--- src/rtl/xip_pkg.sv ---
// Shared XIP definitions: AXI response codes and the fetch-master state encoding.
package xip_pkg;

   localparam logic [1:0] AXI_RESP_OKAY   = 2'b00;
   localparam logic [1:0] AXI_RESP_EXOKAY = 2'b01;
   localparam logic [1:0] AXI_RESP_SLVERR = 2'b10;
   localparam logic [1:0] AXI_RESP_DECERR = 2'b11;

   typedef enum logic [2:0] {
      StIdle,
      StRdAddr,
      StRdData,
      StWrAddr,
      StWrResp
   } fm_state_e;

endpackage

--- src/rtl/xip_fetch_master.sv ---
// AXI4-Lite master for the XIP slave: critical-word-first line fills and single-word writes,
// one transaction outstanding, results delivered through a one-entry response register.
module xip_fetch_master #(
   parameter int unsigned ADDR_WIDTH = 32,
   parameter int unsigned LINE_WORDS = 8,
   parameter bit          WRAP_EN    = 1'b1
) (
   input  logic                  clk,
   input  logic                  resetn,
   input  logic                  req_valid_i,
   output logic                  req_ready_o,
   input  logic                  req_write_i,
   input  logic [ADDR_WIDTH-1:0] req_addr_i,
   input  logic [31:0]           req_wdata_i,
   input  logic [3:0]            req_wstrb_i,
   output logic                  rsp_valid_o,
   input  logic                  rsp_ready_i,
   output logic [31:0]           rsp_data_o,
   output logic                  rsp_last_o,
   output logic                  rsp_err_o,
   output logic [ADDR_WIDTH-1:0] m_awaddr_o,
   output logic                  m_awvalid_o,
   input  logic                  m_awready_i,
   output logic [31:0]           m_wdata_o,
   output logic [3:0]            m_wstrb_o,
   output logic                  m_wvalid_o,
   input  logic                  m_wready_i,
   input  logic [1:0]            m_bresp_i,
   input  logic                  m_bvalid_i,
   output logic                  m_bready_o,
   output logic [ADDR_WIDTH-1:0] m_araddr_o,
   output logic                  m_arvalid_o,
   input  logic                  m_arready_i,
   input  logic [31:0]           m_rdata_i,
   input  logic [1:0]            m_rresp_i,
   input  logic                  m_rvalid_i,
   output logic                  m_rready_o,
   output logic                  busy_o
);
   import xip_pkg::*;

   localparam int unsigned IW = $clog2(LINE_WORDS);
   localparam logic [ADDR_WIDTH-1:0] LINE_MASK = ADDR_WIDTH'(LINE_WORDS * 4 - 1);

   fm_state_e             state_q, state_d;
   logic [ADDR_WIDTH-1:0] base_q, base_d;
   logic [ADDR_WIDTH-1:0] araddr_q, araddr_d;
   logic [ADDR_WIDTH-1:0] awaddr_q, awaddr_d;
   logic [IW-1:0]         idx0_q, idx0_d;
   logic [IW-1:0]         cnt_q, cnt_d;
   logic                  arvalid_q, arvalid_d;
   logic                  awvalid_q, awvalid_d;
   logic                  wvalid_q, wvalid_d;
   logic [31:0]           wdata_q, wdata_d;
   logic [3:0]            wstrb_q, wstrb_d;
   logic                  rsp_valid_q, rsp_valid_d;
   logic [31:0]           rsp_data_q, rsp_data_d;
   logic                  rsp_last_q, rsp_last_d;
   logic                  rsp_err_q, rsp_err_d;

   logic [ADDR_WIDTH-1:0] req_addr_w;
   logic [IW-1:0]         req_idx;
   logic                  rsp_room;
   logic                  r_take;
   logic                  b_take;
   logic                  beat_last;

   // The index is IW bits wide, so the wrap inside the line is the natural overflow.
   function automatic logic [ADDR_WIDTH-1:0] beat_addr(input logic [ADDR_WIDTH-1:0] base,
                                                       input logic [IW-1:0]         idx);
      return base | (ADDR_WIDTH'(idx) << 2);
   endfunction

   assign req_addr_w = req_addr_i & ~ADDR_WIDTH'(3);
   assign req_idx    = WRAP_EN ? req_addr_w[2 +: IW] : '0;
   assign rsp_room   = !rsp_valid_q || rsp_ready_i;
   assign beat_last  = (cnt_q == IW'(LINE_WORDS - 1));

   assign req_ready_o = resetn && (state_q == StIdle);
   assign busy_o      = (state_q != StIdle);
   assign m_rready_o  = (state_q == StRdData) && rsp_room;
   assign m_bready_o  = (state_q == StWrResp) && rsp_room;
   assign r_take      = m_rvalid_i && m_rready_o;
   assign b_take      = m_bvalid_i && m_bready_o;

   assign m_araddr_o  = araddr_q;
   assign m_arvalid_o = arvalid_q;
   assign m_awaddr_o  = awaddr_q;
   assign m_awvalid_o = awvalid_q;
   assign m_wdata_o   = wdata_q;
   assign m_wstrb_o   = wstrb_q;
   assign m_wvalid_o  = wvalid_q;
   assign rsp_valid_o = rsp_valid_q;
   assign rsp_data_o  = rsp_data_q;
   assign rsp_last_o  = rsp_last_q;
   assign rsp_err_o   = rsp_err_q;

   always_comb begin
      state_d     = state_q;
      base_d      = base_q;
      araddr_d    = araddr_q;
      awaddr_d    = awaddr_q;
      idx0_d      = idx0_q;
      cnt_d       = cnt_q;
      arvalid_d   = arvalid_q;
      awvalid_d   = awvalid_q;
      wvalid_d    = wvalid_q;
      wdata_d     = wdata_q;
      wstrb_d     = wstrb_q;
      rsp_valid_d = rsp_valid_q && !rsp_ready_i;
      rsp_data_d  = rsp_data_q;
      rsp_last_d  = rsp_last_q;
      rsp_err_d   = rsp_err_q;

      unique case (state_q)
         StIdle: begin
            if (req_valid_i) begin
               if (req_write_i) begin
                  awaddr_d  = req_addr_w;
                  wdata_d   = req_wdata_i;
                  wstrb_d   = req_wstrb_i;
                  awvalid_d = 1'b1;
                  wvalid_d  = 1'b1;
                  state_d   = StWrAddr;
               end else begin
                  base_d    = req_addr_w & ~LINE_MASK;
                  idx0_d    = req_idx;
                  cnt_d     = '0;
                  araddr_d  = beat_addr(req_addr_w & ~LINE_MASK, req_idx);
                  arvalid_d = 1'b1;
                  state_d   = StRdAddr;
               end
            end
         end
         StRdAddr: begin
            if (m_arready_i) begin
               arvalid_d = 1'b0;
               state_d   = StRdData;
            end
         end
         StRdData: begin
            if (r_take) begin
               rsp_valid_d = 1'b1;
               rsp_data_d  = m_rdata_i;
               rsp_last_d  = beat_last;
               rsp_err_d   = (m_rresp_i != AXI_RESP_OKAY);
               if (beat_last) begin
                  state_d = StIdle;
               end else begin
                  cnt_d     = cnt_q + IW'(1);
                  araddr_d  = beat_addr(base_q, idx0_q + cnt_q + IW'(1));
                  arvalid_d = 1'b1;
                  state_d   = StRdAddr;
               end
            end
         end
         StWrAddr: begin
            if (m_awready_i) awvalid_d = 1'b0;
            if (m_wready_i)  wvalid_d  = 1'b0;
            if ((!awvalid_q || m_awready_i) && (!wvalid_q || m_wready_i)) state_d = StWrResp;
         end
         StWrResp: begin
            if (b_take) begin
               rsp_valid_d = 1'b1;
               rsp_data_d  = '0;
               rsp_last_d  = 1'b1;
               rsp_err_d   = (m_bresp_i != AXI_RESP_OKAY);
               state_d     = StIdle;
            end
         end
         default: state_d = StIdle;
      endcase
   end

   always_ff @(posedge clk) begin
      if (!resetn) begin
         state_q     <= StIdle;
         base_q      <= '0;
         araddr_q    <= '0;
         awaddr_q    <= '0;
         idx0_q      <= '0;
         cnt_q       <= '0;
         arvalid_q   <= 1'b0;
         awvalid_q   <= 1'b0;
         wvalid_q    <= 1'b0;
         wdata_q     <= '0;
         wstrb_q     <= '0;
         rsp_valid_q <= 1'b0;
         rsp_data_q  <= '0;
         rsp_last_q  <= 1'b0;
         rsp_err_q   <= 1'b0;
      end else begin
         state_q     <= state_d;
         base_q      <= base_d;
         araddr_q    <= araddr_d;
         awaddr_q    <= awaddr_d;
         idx0_q      <= idx0_d;
         cnt_q       <= cnt_d;
         arvalid_q   <= arvalid_d;
         awvalid_q   <= awvalid_d;
         wvalid_q    <= wvalid_d;
         wdata_q     <= wdata_d;
         wstrb_q     <= wstrb_d;
         rsp_valid_q <= rsp_valid_d;
         rsp_data_q  <= rsp_data_d;
         rsp_last_q  <= rsp_last_d;
         rsp_err_q   <= rsp_err_d;
      end
   end

endmodule

--- config.mk ---
export PLATFORM = sky130hd
export DESIGN_NAME = xip_fetch_master
export DESIGN_NICKNAME = d
export VERILOG_FILES = /design/src/rtl/xip_pkg.sv /design/src/rtl/xip_fetch_master.sv
export SDC_FILE = /design/constraint.sdc
export NUM_CORES = 1
export LEC_CHECK = 0
export ABC_AREA = 1
export CORE_ASPECT_RATIO = 0.8
export CORE_UTILIZATION = 48
export CTS_BUF_LIST = sky130_fd_sc_hd__clkbuf_4 sky130_fd_sc_hd__clkbuf_8 sky130_fd_sc_hd__clkbuf_16
export DETAILED_ROUTE_END_ITERATION = 6
export GPL_TIMING_DRIVEN = 0
export PLACE_DENSITY_LB_ADDON = 0.12
export SLEW_MARGIN = 15
export SYNTH_ARGS = -nofsm -noshare
export SYNTH_HDL_FRONTEND = slang
export SYNTH_SLANG_ARGS = --single-unit
--- constraint.sdc ---
create_clock -name clk -period 4.1 [get_ports clk]
set_input_delay 0.41 -clock clk [delete_from_list [all_inputs] [get_ports clk]]
set_output_delay 0.41 -clock clk [all_outputs]
set_load 0.02 [all_outputs]
==> results by group, run 1 <==
Run status
  – Outcome: finished, final reports clean

Yosys
  – Number of synthesized register bits: 170
  – Combinational family with the most area after synthesis: compound AO/OA/AOI/OAI gates
  – Post-synthesis xor/xnor area fraction: 0.128%
  – Syn Std Cell Area: around 6800 µm²
  – Yosys cell types: 28
  – Synth Area in Simple Gates: 20.3%
  – Post-synthesis adder-cell area fraction: 0.841%
  – Sequential-to-total area share from yosys stat: 49.7%
  – Syn Inst Count: 891
  – Avg Cell Area, Syn: 7.68 µm²
  – Post-synthesis compound-gate area fraction: 20.8%
  – Multiplexer share of the synthesized area: 0%
  – Ys Warns: 0

Clock network
  – Hold Buf Count CTS: 0
  – CTS buffer count: 17
  – CTS root buffer: clkbuf_16
  – TritonCTS clock tree: done
  – Skew-Pair Late Insertion Delay: between 0.4 and 0.5 ns
  – Clock transition at path regs: 0.06 ns
  – Setup bufs post-CTS: 0
  – Clock buffer depth: 2
  – Clock tree sinks: between 150 and 200
  – CTS resizes: 0
  – H-tree depth: 4

Power
  – Sequential power share: 34.6%
  – Sw frac: between 30% and 40%
  – Total power: 0.00639 W
  – Clock share of power: 24.8%
  – P_int: 0.00398 W
  – Static Leak: between 3 and 4 nW
  – Pwr per Cell Area: 629 nW/µm²
  – Worst VDD drop: 0.353 mV
  – Comb pwr share: 40.6%
  – Switching power: 0.00241 W

STA
  – Slew Viols, Final: 0
  – Worst slew pin tran: approximately 0.7 ns
  – FMAX: 387 MHz
  – Relative slew slack: 52.3%
  – Final period utilization: 63.1%
  – Final setup fails: 0
  – Total negative slack: 0 ns
  – RSZ-0062 raised after global routing: false
  – Skew final: 0.0121 ns
  – Final Hold Vio Count: 0
  – PnR worst setup slack: about 1.5 ns
  – Minimum clock period: 2.59 ns

Global route
  – First-pass GRT wire length: roughly 32000 µm
  – Overflow after GRT: 0
  – Largest net degree at the start of global routing: 17
  – Vias in the first global route: roughly 6500
  – GRT Util Overall: between 20 and 30%
  – Initial antenna violation count: 1

Drt
  – Starting DRC count in detailed routing: around 430
  – Antenna violation net count after detailed routing: 0
  – DRC viols: 0
  – Detailed Routing Iterations Pass 1: 5
  – Via count: about 7000
  – Via/cell ratio: 5.11
  – Routed WL: 19900 µm
  – Wirelength per Cell: 14.7 µm

Setup path
  – Worst path cell trace: clkdlybuf4s50_1 -> inv_2 -> clkbuf_1 -> nor2_1 -> clkdlybuf4s50_1
  – CP Class: in2out
  – Slowest cell on crit path: clkdlybuf4s50_1
  – Crit path buffers/inverters: 4
  – Startpoint Class: input pin
  – Worst path arrival time: around 2.2 ns
  – CP max FO: 10
  – Delay-heaviest family, CP: buffers and inverters
  – Critical Path Max Stage Delay: a little under 0.6 ns
  – Most used cell, CP: clkdlybuf4s50_1
  – Worst EP required: 3.69 ns
  – Crit end category: output pin

Floorplan
  – Die X: 136 µm
  – Core ar.: 13700 µm²
  – Total I/O pin count: 256
  – Starting density of the core: between 40% and 50%
  – Die height: 109 µm
  – Rows: 38
  – Die area: between 10000 and 15000 µm²

Placed design
  – Dpl hpwl: between 10000 and 15000 µm
  – Placed cell count: 1322
  – Placed instance area: between 9000 and 10000 µm²
  – Input/output buffers: between 200 and 250
  – DP Worst Slack: ~1.5 ns
  – Routability cong.: 0.823

Layout
  – Finished layout cell area: 10200 µm²
  – Commonest non-fill, non-tap cell in the layout: clkdlybuf4s50_1
  – Area Growth Syn to Fin: 48.3%
  – Layout cell share with drive strength beyond 1: 9.20%
  – Fill count: 1102
  – Fin nets: 1279
  – Commonest cells after routing, fill and taps aside: 248 x clkdlybuf4s50_1, 170 x dfxtp_1, 128 x nand2_1, 124 x nor2_1, 123 x o21ai_0
  – Layout Cells excl Fill: 1355

Flow run
  – Maxcap violations: 0

Hold path
  – Hold/Removal Path Class: reg2reg
## stage by stage
step | hold WS, ns | utilization [%]
2_1_floorplan | 0.425 | -
3_3_place_gp | 0.433 | 69.6
3_5_place_dp | 0.440 | 69.6
4_1_cts | 0.449 | 73.9
5_1_grt | 0.462 | 73.9
6_report | 0.446 | 73.9
## routing by layer
layer  wire length [µm]  track usage, %
met5                  0               0
met4                327            9.71
met3               1740            7.53
met2               8920            43.9
met1               8910            36.4
## power groups by stage
stage          Combinational, W  Sequential, W  Clock [W]
2_1_floorplan           0.00118        0.00257          0
3_3_place_gp            0.00255        0.00223          0
3_5_place_dp            0.00257        0.00224          0
4_1_cts                 0.00260        0.00221    0.00160
5_1_grt                 0.00285        0.00225    0.00167
6_report                0.00259        0.00221    0.00159
## path summary, 6_finish.rpt
path	start	slack (ns)	cells after the start	endpoint
max	resetn	1.51	5	req_ready_o
max reg2reg	cnt_q[1]	2.32	9	m_araddr_o[19]
min reg2reg	base_q[7]	0.45	2	base_q[7]
min	base_q[7]	0.45	2	base_q[7]
## logic make-up (layout without fill, tap and decap cells)
family,count (synthesis),in the layout
AOI/OAI and AO/OA,261,261
xor gates and xnor gates,1,1
adders and majority gates,4,4
buffers and inverters,123,403
DFF,170,170
other,1,5
and+or+nand+nor,331,331
## cells in the mapped netlist
master / n / area (µm²)
a21oi_1: 103 / 515
a21oi_2: 30 / 263
buf_1: 2 / 7.51
buf_2: 15 / 75.1
buf_4: 16 / 120
buf_6: 3 / 33.8
clkbuf_1: 35 / 131
conb_1: 1 / 3.75
dfxtp_1: 170 / 3400
fa_1: 1 / 20.0
ha_1: 3 / 37.5
inv_1: 48 / 180
inv_2: 4 / 15.0
nand2_1: 128 / 480
nand2_2: 2 / 12.5
nand2_4: 2 / 22.5
nand3_1: 68 / 340
nand3_4: 1 / 17.5
nand3b_1: 1 / 7.51
nand4_1: 1 / 6.26
nor2_1: 124 / 465
nor2_2: 1 / 6.26
nor2_4: 2 / 22.5
nor3_1: 1 / 5.00
o211ai_1: 1 / 7.51
o21ai_0: 123 / 616
o21ai_1: 4 / 20.0
xor2_1: 1 / 8.76
## registers in the layout (all words and copies together) (netlist names)
| register | count |
|---|---|
| m_wdata_o | 32 |
| rsp_data_o | 32 |
| m_araddr_o | 30 |
| m_awaddr_o | 30 |
| base_q | 27 |
| m_wstrb_o | 4 |
| cnt_q | 3 |
| idx0_q | 3 |
| state_q | 3 |
| m_arvalid_o | 1 |
| m_awvalid_o | 1 |
| m_wvalid_o | 1 |
| rsp_err_o | 1 |
| rsp_last_o | 1 |
| rsp_valid_o | 1 |
## tightest hold or removal path, delay by kind of cell, from the launching register on
| kind | cells | cell delay (ns) |
|---|---|---|
| AO/OA/AOI/OAI | 1 | 0.05 |
| buffers and inverters | 1 | 0.05 |
| flip-flops | 1 | 0.30 |
## final cells by class
class | count | area [µm²] | area share [%]
Tap cell | 180 | 225 | 2.22
Sequential cell | 170 | 3400 | 33.5
Multi-Input combinational cell | 601 | 2890 | 28.5
Timing Repair Buffer | 248 | 2480 | 24.5
Antenna cell | 1 | 2.50 | 0.0247
Inverter | 52 | 195 | 1.92
Clock buffer | 19 | 453 | 4.46
Buffer | 71 | 368 | 3.62
Clock inverter | 13 | 133 | 1.31
No activity file was read; power rests on OpenSTA's default activity.
==> inputs of run 2 (changes only) <==
CORE_UTILIZATION = 40   (was 48)
clock period = 2.2 ns   (was 4.1 ns; I/O delays follow)
==> run 2 against run 1 <==
Core utilization is 12 points lower. Routed wire length is 3.6% higher. Power is 92% higher. Global-route usage is 4.1 points lower. Flip-flop and latch count stayed put. Count of clock-buffer cells in the layout is 2 lower. Worst hold slack worse by 0.089 ns. Clock skew is 0.0039 ns lower. First-iteration DRC count is 22% lower. Critical endpoint unchanged. Clock power is 110% higher. Critical path depth is 1 lower. Highest routed layer unchanged.
==> results by group, run 2 (synthesis results as in run 1) <==
Hold path
  – Hold Path Sink: m_wdata_o[21] (was base_q[7])
  – Hold path start: req_wdata_i[21] (was base_q[7])
  – Worst hold path cell count: 3 (was 2)
  – Hold/Removal Path Class: in2reg (was reg2reg)

STA
  – Minimum clock period: 2.12 ns
  – Skew final: 0.00827 ns (was 0.0121 ns)
  – Slew Viols, Final: 0 (unchanged)
  – Final setup fails: 0 (unchanged)
  – RSZ-0062 raised after global routing: false (unchanged)
  – Worst slew pin tran: 0.713 ns (was 0.716 ns)
  – Final Hold Vio Count: 0 (unchanged)
  – Relative slew slack: 52.5% (was 52.3%)
  – Final period utilization: 96.5%
  – FMAX: around 470 MHz

Layout
  – Core Util, Final: 61.6% (was 73.9%)
  – Area Growth Syn to Fin: 49.8% (was 48.3%)
  – Commonest non-fill, non-tap cell in the layout: clkdlybuf4s50_1 (unchanged)
  – Layout Cells excl Fill: 1393 (was 1355)
  – Ant. Diodes: 0 (was 1)
  – Commonest cells after routing, fill and taps aside: 246 x clkdlybuf4s50_1, 170 x dfxtp_1, 128 x nand2_1, 124 x nor2_1, 123 x o21ai_0 (was 248 x clkdlybuf4s50_1, 170 x dfxtp_1, 128 x nand2_1, 124 x nor2_1, 123 x o21ai_0)
  – Fin nets: 1278 (was 1279)
  – Layout cell share with drive strength beyond 1: 9.21% (was 9.20%)
  – Finished layout cell area: 10300 µm² (was 10200 µm²)

Power
  – Sw frac: 37.2% (was 37.7%)
  – Sequential power share: 33.5% (was 34.6%)
  – Worst VDD drop: 0.652 mV (was 0.353 mV)
  – Pwr per Cell Area: 1200 nW/µm² (was 629 nW/µm²)
  – Comb pwr share: 39.7% (was 40.6%)
  – Static Leak: 3.91 nW (was 3.85 nW)
  – Total power: 0.0123 W (was 0.00639 W)
  – Switching power: 0.00456 W (was 0.00241 W)
  – Clock share of power: 26.8% (was 24.8%)
  – P_int: 0.00770 W (was 0.00398 W)

Setup path
  – Reg2Reg Depth: 9 (unchanged)
  – Critical Path Max Stage Delay: 0.64 ns (was 0.58 ns)
  – Delay-heaviest family, CP: buffers and inverters (unchanged)
  – RR Endpoint: m_araddr_o[11] (was m_araddr_o[19])
  – Setup slack, reg-to-reg: 0.45 ns (was 2.32 ns)
  – Crit path buffers/inverters: 1 (was 4)
  – Startpoint Class: flop (was input pin)
  – Crit end category: output pin (unchanged)
  – Slowest cell on crit path: clkdlybuf4s50_1 (unchanged)
  – CP Class: reg2out (was in2out)
  – Worst path cell trace: nor2_4 -> nand2_4 -> nor2_1 -> clkdlybuf4s50_1 (was clkdlybuf4s50_1 -> inv_2 -> clkbuf_1 -> nor2_1 -> clkdlybuf4s50_1)
  – Critical path depth in cells: 4 (was 5)
  – Worst EP required: 1.98 ns (was 3.69 ns)
  – CP max FO: 6 (was 10)
  – Worst path arrival time: 1.90 ns (was 2.18 ns)
  – RR Startpoint: cnt_q[0] (was cnt_q[1])

Placed design
  – Routability cong.: 0.822 (was 0.823)
  – Dpl hpwl: 14900 µm (was 14500 µm)
  – Placed instance area: 9610 µm² (was 9560 µm²)
  – Input/output buffers: 248 (unchanged)
  – Placed cell count: 1362 (was 1322)

Global route
  – First-pass GRT wire length: 32800 µm (was 32100 µm)
  – Overflow after GRT: 0 (unchanged)
  – Largest net degree at the start of global routing: 18 (was 17)
  – Vias in the first global route: 6325 (was 6482)
  – GRT Util Overall: 23.6% (was 27.7%)
  – Initial antenna violation count: 0 (was 1)

Drt
  – Routed WL: 20600 µm (was 19900 µm)
  – Starting DRC count in detailed routing: 337 (was 432)
  – Antenna violation net count after detailed routing: 0 (unchanged)
  – DRC viols: 0 (unchanged)
  – Wirelength per Cell: 14.8 µm (was 14.7 µm)
  – Via/cell ratio: 4.89 (was 5.11)
  – Detailed Routing Iterations Pass 1: 5 (unchanged)
  – Via count: 6808 (was 6920)

Clock network
  – CTS buffer count: 17 (unchanged)
  – H-tree depth: 4 (unchanged)
  – CTS root buffer: clkbuf_16 (unchanged)
  – Clock transition at path regs: 0.07 ns (was 0.06 ns)
  – TritonCTS clock tree: done (unchanged)
  – Skew-Pair Late Insertion Delay: 0.43 ns (about the same)
  – Clock tree sinks: 170 (unchanged)
  – Clock buffer depth: 2 (unchanged)

Floorplan
  – Die height: 119 µm (was 109 µm)
  – Rows: 42 (was 38)
  – Core ar.: 16700 µm² (was 13700 µm²)
  – Total I/O pin count: 256 (unchanged)
  – Starting density of the core: 41.1% (was 49.8%)
  – Die area: 17600 µm² (was 14700 µm²)
  – Die X: 148 µm (was 136 µm)

Run status
  – Outcome: finished, final reports clean (unchanged)

Flow run
  – Maxcap violations: 0 (unchanged)
==> run 2: how the worst max path moves through the flow <==
stage                     from             end  slack [ns]
floorplan           state_q[1]  rsp_data_o[12]        0.54
detailed placement      resetn     req_ready_o       -0.03
CTS                 state_q[2]      m_rready_o        0.01
finish              state_q[2]     req_ready_o        0.08
global placement        resetn     req_ready_o       -0.03
global route        state_q[2]     req_ready_o        0.03
==> run 2: worst min-delay path, stage by stage <==
cell and delay (ns):
clkdlybuf4s50_1 0.39, nand3_1 0.08, a21oi_1 0.06
==> run 2: power by group through the flow <==
stage	Combinational, W	Clock (W)	Sequential (W)
2_1_floorplan	0.00220	0	0.00480
3_3_place_gp	0.00482	0	0.00416
3_5_place_dp	0.00487	0	0.00417
4_1_cts	0.00489	0.00333	0.00411
5_1_grt	0.00531	0.00347	0.00419
6_report	0.00486	0.00329	0.00411
==> run 2: per-layer routing <==
metal | wire [µm] | vias to the layer above | track usage (%)
met5 | 0 | - | 0
met4 | 325 | 0 | 7.35
met3 | 1590 | 24 | 7.59
met2 | 9150 | 215 | 36.6
met1 | 9560 | 3114 | 31.1
li1 | - | 3455 | -
==> run 2: area by class of cell <==
class	instances	area, µm²
buffer	70	364
clock buffer	17	425
sequential	170	3400
timing repair buffer	248	2490
inverter	52	195
multi-input combinational	601	2890
fill	1545	6400
tap	220	275
clock inverter	15	214
==> run 2: metrics by stage <==
stage                     hold WS, ns  TNS, ns  setup WS, ns
after CTS                       0.344        0       0.00951
after detailed placement        0.440  -0.0300       -0.0300
after floorplan                 0.347        0         0.536
after global routing            0.354        0        0.0350
final                           0.357        0        0.0767
after global placement          0.433  -0.0265       -0.0265
==> run 2: repair_timing <==
item | 4_1_cts | 5_1_grt
resized for setup | 0 | 2
hold endpoints to repair | 0 | 0
hold buffers | 0 | 0
buffers inserted | 0 | 0
gates cloned | 0 | 0
setup endpoints to repair | 1 | 2
==> inputs of run 3 (changes only) <==
CTS_BUF_LIST = default   (was sky130_fd_sc_hd__clkbuf_4 sky130_fd_sc_hd__clkbuf_8 sky130_fd_sc_hd__clkbuf_16)
==> results of run 3 <==
The final DEF is identical to that of run 2; final timing and power are the same.
==> patch 1, RTL diff (settings of run 1) <==
Encoding of `fm_state_e`: now Gray code (3 bits for 5 states).
--- a/src/rtl/xip_pkg.sv
+++ b/src/rtl/xip_pkg.sv
@@ -8,9 +8,9 @@
 
    typedef enum logic [2:0] {
-      StIdle,
-      StRdAddr,
-      StRdData,
-      StWrAddr,
-      StWrResp
+      StIdle   = 3'b000,
+      StRdAddr = 3'b001,
+      StRdData = 3'b011,
+      StWrAddr = 3'b010,
+      StWrResp = 3'b110
    } fm_state_e;
 
Behaviour: no difference found for any inputs over 4 cycles, from zero or initial values and one cycle with resetn low; so few cycles prove little.
==> patch 1 against run 1 <==
  * Wire length down 0.46%
  * Sequential power fell by 3%
  * Cell area decreased by 1.5%
  * Worst setup slack worse by 250 ps
  * Via count shrank 0.72%
  * Combinational power shrank 8.9%
  * Synthesized cell count decreased by 0.34%
  * Power shrank 4.9%
  * Synthesized area shrank 2.0%
  * Core utilization shrank 0.37 points
  * Clock skew down 0.62 ps
  * Global-route usage grew 0.14 points
  * Sequential cell count did not move
  * Die area shrank 2.0%
==> patch 1: results (changes against run 1) <==
post-route setup slack=1260 ps (-250 ps); Clk network pwr share=0.260 (+0.012); first-iteration detailed-routing DRC count=498 (+15%); vias in the first global route=6400 (-1.3%); final setup violation count=0 (unchanged); VDD IR max=0.355 mV (+0.62%); hold_sp=base_q[21]; post-cts repair resize count=0 (unchanged); wirelength, routed=19800 µm (-0.46%); Post-Synth XOR/XNOR Area=0.00131 (+0.0000268); type of the worst min-delay path=reg2reg; initial antenna violation count=0 (-1); CP Max Fanout=10 (unchanged); Clock Latency Late Sink=430 ps (about the same); max incr delay on CP=640 ps (+60 ps); GPL Wtd Cong=0.800 (-2.9%); via/cell ratio=5.09 (-0.35%); I/O Buffers=247 (-0.40%); Total GRT Usage=0.279 (+0.00138); Post-synth ARST share=0 (unchanged); DP Wirelength=14400 µm (-0.32%); CP endpoint=m_bready_o; Slew headroom=0.620 (+0.0974); LEAKAGE=3.86 nW (+0.28%); Seq power=2.14 mW (-3%); Hold EP=base_q[21]; internal power=3.77 mW (-5.2%); post-synthesis sequential area ratio=0.508 (+0.0104); crit-path leading delay family=buffers and inverters; mux share of post-synthesis cell area=0 (unchanged); dpl ws=1530 ps (+8.21 ps); Fin Clk Skew=11.5 ps (-0.622 ps); share of layout cells above drive strength 1=0.0667 (-0.0253); Post-synth top cells=dfxtp_1, a21oi_1, nand2_1; Critical R2R Capture=m_araddr_o[8]; Yosys cell types=30 (+7.1%); WP data arrival=2430 ps (+250 ps); Layout Nets=1275 (-0.31%); post-synthesis adder-cell area fraction=0.00859 (+0.000176); largest net degree at the start of global routing=19 (+2); ANT cells=0 (-1); crit path from=state_q[1]; Synth Area in Compound Gates=0.197 (-0.0102); Reg2Reg Depth=10 (+1); reg2reg start=cnt_q[0]; Area contributors post-synth=dfxtp_1, a21oi_1, nand2_1; Fin Hold WS=449 ps (+2.90 ps); post-CTS setup buffers=0 (unchanged); flop-to-flop setup slack=2340 ps (+20 ps); first-pass GRT wire length=31800 µm (-0.84%); DR pass1 iterations=4 (-1); outcome=complete, no violations
## patch 1: area by class of cell
type                       count  area, µm²
fill                        1117       3600
tap                          180        225
timing repair buffer         247       2470
multi-input combinational    595       2760
sequential                   170       3400
clock inverter                14        144
buffer                        72        354
clock buffer                  18        439
inverter                      54        203
## patch 1: per-layer routing
| metal | wire length, µm | global-route usage | vias up |
|---|---|---|---|
| li1 | - | - | 3458 |
| met1 | 8670 | 0.350 | 3136 |
| met2 | 9030 | 0.450 | 245 |
| met3 | 1660 | 0.0866 | 31 |
| met4 | 449 | 0.103 | 0 |
| met5 | 0 | 0 | - |
## patch 1: through the flow
stage	area, µm²	cells
final	10000	1350
after global routing	10000	1350
after CTS	10000	1350
after detailed placement	9410	1318
after global placement	9410	1318
after floorplan	6720	891
==> patch 2, RTL diff (config.mk and constraints of run 1) <==
Made on the original files. Set the parameter `WRAP_EN` to 1'b0 (it was 1'b1).
--- a/src/rtl/xip_fetch_master.sv
+++ b/src/rtl/xip_fetch_master.sv
@@ -4,5 +4,5 @@
    parameter int unsigned ADDR_WIDTH = 32,
    parameter int unsigned LINE_WORDS = 8,
-   parameter bit          WRAP_EN    = 1'b1
+   parameter bit          WRAP_EN    = 1'b0
 ) (
    input  logic                  clk,
Formal check against the unedited RTL: not equivalent (Yosys sat finds a counterexample within 4 cycles, from zero or initial values and one cycle with resetn low).
==> patch 2 against run 1 <==
  * Sequential cell count shrank 6
  * Worst setup slack worse by 190 ps
  * Wire length decreased by 0.26%
  * Sequential power decreased by 7%
  * Cell area fell by 2.5%
  * Combinational power shrank 6%
  * Die area decreased by 4.2%
  * Power is 2.6% lower
  * Global-route usage rose by 0.93 points
  * Via count shrank 2.5%
  * Fmax down 6.9%
  * Synthesized area shrank 4.2%
  * Critical path type unchanged
  * Critical endpoint unchanged
  * Highest routed layer unchanged
==> patch 2: results (changes against run 1) <==
outcome=complete, no violations; type of the worst min-delay path=reg2reg; VDD IR max=0.388 mV (+9.9%); Area contributors post-synth=dfxtp_1, a21oi_1, nand2_1; htree depth=4 (unchanged); GPL Wtd Cong=0.834 (+1.3%); first-iteration detailed-routing DRC count=494 (+14%); Yosys cell types=29 (+3.6%); Post-synth ARST share=0 (unchanged); WL per Instance=15.1 µm (+3.1%); DP Area=9270 µm² (-3.1%); CTS clk-pin slew, worst paths=60 ps (about the same); hold-critical path depth=2 (unchanged); I/O Buffers=248 (unchanged); Clock Latency Late Sink=420 ps; post-synthesis sequential area ratio=0.501 (+0.00370); met3 routed WL=1570 µm (-9.8%); DP Wirelength=14100 µm (-2.2%); Fin Clk Skew=9.26 ps (-2.85 ps); ANT cells=0 (-1); met1 WL=8580 µm (-3.7%); initial antenna violation count=0 (-1); Layout Nets=1241 (-3.0%); placed cells=1281 (-3.1%); vias in the first global route=6424 (-0.89%); share of layout cells above drive strength 1=0.0924 (+0.000436); largest net degree at the start of global routing=17 (unchanged); Ys Warns=0 (unchanged); post-cts repair resize count=0 (unchanged); wire length on met2=9430 µm (+5.7%); LEAKAGE=3.75 nW (-2.6%); max incr delay on CP=580 ps (about the same); top-count cell post-synth=nand2_1; CP Max Fanout=10 (unchanged); top cell type's share of synthesized area=0.501 (+0.00370); Slew headroom=0.529 (+0.00588); Post-synth top cells=nand2_1, dfxtp_1, a21oi_1; Total GRT Usage=0.287 (+0.00934); Reg2Reg Depth=9 (unchanged); Via Count=6749 (-2.5%); CTS Buf Count=17 (unchanged); filler cell count=1007 (-8.6%); Root Driver=clkbuf_16; highest metal used=met4; Sw Pwr=2.26 mW (-6.3%); via/cell ratio=5.15 (+0.80%); post-synth top area cell=dfxtp_1; WP data arrival=2370 ps (+190 ps); first-pass GRT wire length=32100 µm (about the same); CTS Buffer Depth=2 (unchanged); Syn Area/Cell=7.67 µm² (-0.21%)
==> patch 2: changes by cell type after synthesis, sizes merged, moves of 2 or more <==
| cell | before | now |
|---|---|---|
| a21oi | 133 | 161 |
| buf | 36 | 43 |
| clkbuf | 35 | 27 |
| dfxtp | 170 | 164 |
| nand2 | 132 | 182 |
| nand3 | 69 | 71 |
| nor2 | 127 | 54 |
| o21ai | 127 | 94 |
==> patch 2: cell type report <==
cell class / count / area, µm² / share of cell area
clock inverter: 10 / 173 / 0.0174
inverter: 52 / 195 / 0.0197
sequential: 164 / 3280 / 0.332
buffer: 70 / 395 / 0.0399
timing repair buffer: 248 / 2480 / 0.251
clock buffer: 20 / 460 / 0.0465
tap: 175 / 219 / 0.0221
multi-input combinational: 572 / 2690 / 0.272
==> patch 2: layer usage <==
layer  vias to the layer above  GRT usage
met5                         -          0
met4                         0     0.0903
met3                        22     0.0839
met2                       243      0.479
met1                      3139      0.356
li1                       3345          -
==> patch 2: final timing paths <==
| check | start | to | slack (ps) |
|---|---|---|---|
| max | resetn | req_ready_o | 1320 |
| min reg2reg | base_q[18] | base_q[18] | 450 |
| min | base_q[18] | base_q[18] | 450 |
| max reg2reg | state_q[2] | base_q[22] | 2280 |
==> patch 2: logic make-up (layout without fill, tap and decap cells) <==
group / Yosys count / after routing / share of synthesized area
other cells: 1 / 4 / 0.000572
flops: 164 / 164 / 0.501
compound gates: 256 / 256 / 0.202
fa+ha+maj: 2 / 2 / 0.00382
simple gates: 310 / 310 / 0.202
buf+inv: 122 / 400 / 0.0901
==> patch 2: critical path: cells and delay by family <==
family	cells	cell delay, ps
buffers and inverters	4	1860
AND/OR/NAND/NOR	1	100
==> patch 2: stage by stage <==
| stage | hold WS, ps | setup WS, ps | total power [mW] | util |
|---|---|---|---|---|
| floorplan | 425 | 2420 | 3.53 | - |
| global placement | 434 | 1350 | 4.48 | 0.707 |
| detailed placement | 441 | 1330 | 4.51 | 0.707 |
| CTS | 448 | 1330 | 6.23 | 0.756 |
| global route | 465 | 1240 | 6.55 | 0.756 |
| finish | 447 | 1320 | 6.22 | 0.756 |
==> patch 2: power groups by stage <==
stage | Combinational (mW) | Sequential, mW | Clock [mW]
2_1_floorplan | 1.15 | 2.37 | 0
3_3_place_gp | 2.39 | 2.08 | 0
3_5_place_dp | 2.42 | 2.09 | 0
4_1_cts | 2.44 | 2.06 | 1.73
5_1_grt | 2.66 | 2.09 | 1.80
6_report | 2.44 | 2.06 | 1.72
